[src/rtl/ser_framer_tx.sv]
// Byte-to-serial framing transmitter: one-deep holding buffer feeding a 16-bit
// MSB-first frame serialiser ({HEADER, data}) with an optional idle gap after each frame.
module ser_framer_tx #(
  parameter logic [7:0]  HEADER = 8'hA5,
  parameter int unsigned GAP    = 0
) (
  input  logic       clock,
  input  logic       reset,
  input  logic [7:0] data_in,
  input  logic       load,
  input  logic       clear_ovf,
  output logic       full,
  output logic       busy,
  output logic       data_out,
  output logic       overflow,
  output logic [7:0] frames_sent
);

  typedef enum logic [1:0] {StIdle, StSend, StGap} state_e;

  localparam logic [3:0] GapLast = 4'((GAP == 0) ? 0 : GAP - 1);
  localparam bit         NoGap   = (GAP == 0);

  state_e      state_q;
  logic [3:0]  cnt_q;
  logic [7:0]  hold_q;
  logic [14:0] shift_q;
  logic        frame_end;
  logic        xfer;

  assign frame_end = (state_q == StSend) && (cnt_q == 4'd15);

  // A transfer moves the held byte into the serialiser; it can only fire when full.
  always_comb begin
    xfer = 1'b0;
    unique case (state_q)
      StIdle:  xfer = full;
      StSend:  xfer = full && frame_end && NoGap;
      StGap:   xfer = full && (cnt_q == GapLast);
      default: xfer = 1'b0;
    endcase
  end

  always_ff @(posedge clock) begin
    if (reset) begin
      state_q     <= StIdle;
      cnt_q       <= 4'd0;
      data_out    <= 1'b0;
      busy        <= 1'b0;
      full        <= 1'b0;
      overflow    <= 1'b0;
      frames_sent <= 8'd0;
    end else begin
      // A rejected load outranks a clear at the same edge.
      if (load && full) begin
        overflow <= 1'b1;
      end else if (clear_ovf) begin
        overflow <= 1'b0;
      end

      if (xfer) begin
        full <= 1'b0;
      end else if (load && !full) begin
        full <= 1'b1;
      end

      if (frame_end) begin
        frames_sent <= frames_sent + 8'd1;
      end

      if (xfer) begin
        state_q  <= StSend;
        cnt_q    <= 4'd0;
        data_out <= HEADER[7];
        busy     <= 1'b1;
      end else begin
        unique case (state_q)
          StIdle: begin
            data_out <= 1'b0;
            busy     <= 1'b0;
          end
          StSend: begin
            if (frame_end) begin
              data_out <= 1'b0;
              cnt_q    <= 4'd0;
              if (!NoGap) begin
                state_q <= StGap;
              end else begin
                state_q <= StIdle;
                busy    <= 1'b0;
              end
            end else begin
              data_out <= shift_q[14];
              cnt_q    <= cnt_q + 4'd1;
            end
          end
          StGap: begin
            data_out <= 1'b0;
            if (cnt_q == GapLast) begin
              state_q <= StIdle;
              cnt_q   <= 4'd0;
              busy    <= 1'b0;
            end else begin
              cnt_q <= cnt_q + 4'd1;
            end
          end
          default: begin
            state_q  <= StIdle;
            data_out <= 1'b0;
            busy     <= 1'b0;
          end
        endcase
      end
    end
  end

  // Data path registers carry no reset; HEADER[7] goes straight to data_out, the rest queues here.
  always_ff @(posedge clock) begin
    if (load && !full) begin
      hold_q <= data_in;
    end
    if (xfer) begin
      shift_q <= {HEADER[6:0], hold_q};
    end else if (state_q == StSend) begin
      shift_q <= {shift_q[13:0], 1'b0};
    end
  end

endmodule

[config.mk]
export PLATFORM = sky130hd
export DESIGN_NAME = ser_framer_tx
export DESIGN_NICKNAME = d
export VERILOG_FILES = /design/src/rtl/ser_framer_tx.sv
export SDC_FILE = /design/constraint.sdc
export NUM_CORES = 1
export LEC_CHECK = 0
export BUFFER_PORTS_ARGS = -buffer_cell sky130_fd_sc_hd__buf_2
export CAP_MARGIN = 20
export CORE_MARGIN = 4
export CORE_UTILIZATION = 45
export CTS_CLUSTER_SIZE = 24
export DETAILED_ROUTE_END_ITERATION = 8
export PLACE_DENSITY = 0.65
export SLEW_MARGIN = 40
export SYNTH_ARGS = -nofsm -noshare
export SYNTH_HDL_FRONTEND = slang
export SYNTH_SLANG_ARGS = --single-unit
export TNS_END_PERCENT = 5
[constraint.sdc]
create_clock -name clock -period 2.1 [get_ports clock]
set_input_delay 0.105 -clock clock [delete_from_list [all_inputs] [get_ports clock]]
set_output_delay 0.105 -clock clock [all_outputs]
set_load 0.05 [all_outputs]
==> results.cfg <==
[outcome]
status = finished clean

[finish]
fin_util_pct = 57.7
layout.nets = 183
drive_gt1_share_pct = 26.5
num_antenna_cells = 0
design_area_sq_um = 1950
fillers = 288
area_growth_pct = 21.3

[clock_tree]
cts.htree.levels = 2
cts_setup_buffers = 0
insertion_delay_ps = 350
ctsResizeCount = 0
numCtsBuffers = 5
clkTransAtPathRegs_ps = 110
cts_tree = done
cts_buffer_depth = 2
cts_root_buf = clkbuf_4
numClockSinks = 40

[routing]
ant_nets = 0
wl_um = 2780
detail_route.wl_per_cell_um = 12.9
dr.pass1.iters = 4
vias = 1094
vias_per_cell = 5.06
drc = 0
initialDrtViolationCount = 60

[critical_path]
crit_required_ps = 2220
r2r_slack_ps = 280
reg2reg_depth = 4
crit_type = flop to flop
worstPathMaxFanout = 12
cp-start-kind = flop
cp-end-kind = flop
crit_arrival_ps = 1930

[min_path]
hold_depth = 3
worstHoldPathType = input port to flop

[die]
rows = 21
io_pins = 24
initial_utilization_pct = 47.5
die_h_um = 67.8
die_w_um = 67.8
coreArea_sq_um = 3390
die_area_sq_um = 4600

[global_routing]
grt_max_degree = 19
antenna_found_initial = 0
grt_usage_pct = 14.1
grt_pass1_vias = 1049
grt-ovfl-total = 0
grt_pass1_wl_um = 4660

[pwr]
ir_drop_v = 0.000527
power_density_nw_per_um2 = 878
p_leak_nw = 0.791

[synthesis]
avgSynthCellArea_sq_um = 12.0
synthArstFlopShare_pct = 0
synth_area_sq_um = 1610
yosysWarningCount = 0
ys.flop_type = dfxtp_1
ys_types = 33
synthCells = 134
syn_nets = 148
ys_seq_area_share_pct = 59.6
synth_most_common_cell = dfxtp_1
ys_top_cells_by_area = dfxtp_1 30%, edfxtp_1 30%, mux2i_1 5.0%, mux2_4 4.7%, a21oi_1 3.7%
synthTopCellsByCount = 24 x dfxtp_1, 16 x edfxtp_1, 12 x a21oi_1, 12 x nor2_1
synth_edf_count = 16
yosysTopAreaCell = dfxtp_1
synth_top_area_share_pct = 29.8
ys_seq_elements = 40

[timing]
layout_min_cycle_time_ps = 1820
slew_headroom_pct = 77.4
rsz0062_at_grt = false
clock_skew_ps = 3.53
whs_ps = 8.06
slew_violations = 0
tns_ps = 0
finalSetupViolCount = 0
fmax_mhz = 550
tightest_slew_ps = 338
hold_viol = 0
fin_crit_sh_pct = 86.6

[job]
cap_violations = 0

[placed_design]
gp_congestion = 0.691
io_buffers = 23
place_area_sq_um = 1760
hpwl_um = 1820
logic make-up after synthesis:
kind of cell             after synthesis  share of synthesized area (%)
AO/OA/AOI/OAI                         24                           9.16
XOR/XNOR                               2                           1.09
adder cells (fa/ha/maj)                2                           1.55
buffers and inverters                 11                           3.65
flip-flops                            40                           59.6
multiplexers                          16                           11.7
AND/OR/NAND/NOR                       39                           13.2
worst paths after layout:
check	end	from
min reg2reg	overflow	overflow
max	shift_q[5]	cnt_q[0]
min	overflow	clear_ovf
max reg2reg	shift_q[5]	cnt_q[0]
stage by stage:
stage,instances,power (mW),worst slack [ps]
CTS,216,1.73,284
floorplan,134,1.06,252
finish,216,1.72,282
global route,216,1.81,131
global placement,199,1.10,358
detailed placement,199,1.10,300
cell type report:
| cell class | instances | area (sq um) | area share, % |
|---|---|---|---|
| clock buffer | 6 | 41.3 | 2.11 |
| clock inverter | 2 | 60.1 | 3.07 |
| inverter | 4 | 15.0 | 0.768 |
| multi-input combinational | 83 | 592 | 30.3 |
| sequential | 40 | 961 | 49.2 |
| tap | 46 | 57.6 | 2.94 |
| timing repair buffer | 35 | 228 | 11.7 |
worst max-delay path, cell delays in order (launching register included):
cell     delay [ps]
dfxtp_1         410
ha_1            270
nand3_2         180
a21bo_2         380
mux2_4          330
repair_timing:
| action | CTS | global route |
|---|---|---|
| endpoints found under the hold margin | 9 | 0 |
| hold buffers | 9 | 0 |
| endpoints found under the setup margin | 0 | 0 |
sequential cells by signal, indices dropped and copies added, names as in the netlist:
name,flops
cnt_q,4
hold_q,8
shift_q,15
full,1
busy,1
frames_sent,8
data_out,1
state_q,1
overflow,1
placed cells by master (no fill, tap or decap), drive strengths merged:
| cell type | n |
|---|---|
| or4 | 4 |
| and2 | 1 |
| dlygate4sd3 | 9 |
| nand2b | 1 |
| nor2b | 3 |
| a32oi | 1 |
| a21oi | 12 |
| a31oi | 1 |
| nand4 | 2 |
| nor3b | 1 |
| nand2 | 8 |
| o31ai | 4 |
| xor2 | 2 |
| a211oi | 2 |
| o21ai | 2 |
| ha | 2 |
| bufinv | 2 |
| buf | 26 |
| mux2i | 8 |
| nor4 | 1 |
| nor2 | 12 |
| inv | 4 |
| edfxtp | 16 |
| dfxtp | 24 |
| nand3 | 4 |
| clkbuf | 6 |
| or3 | 2 |
| a21boi | 1 |
| a21bo | 1 |
| mux2 | 8 |
layer usage:
layer  vias to the layer above  GRT usage, %  share of wire (%)  wire [um]
met4                         0          8.93                1.6         45
li1                        555             -                  -          -
met2                        25          22.0                 48       1340
met3                         6          3.94                5.9        165
met5                         -             0                  0          0
met1                       508          17.1                 44       1230
report_power, final:
group / internal, mW / switching [mW] / total [mW]
clock network: 0.371 / 0.249 / 0.621
logic: 0.0856 / 0.0834 / 0.169
registers: 0.890 / 0.0357 / 0.926
total: 1.35 / 0.368 / 1.72
No activity file was read; power rests on OpenSTA's default activity.
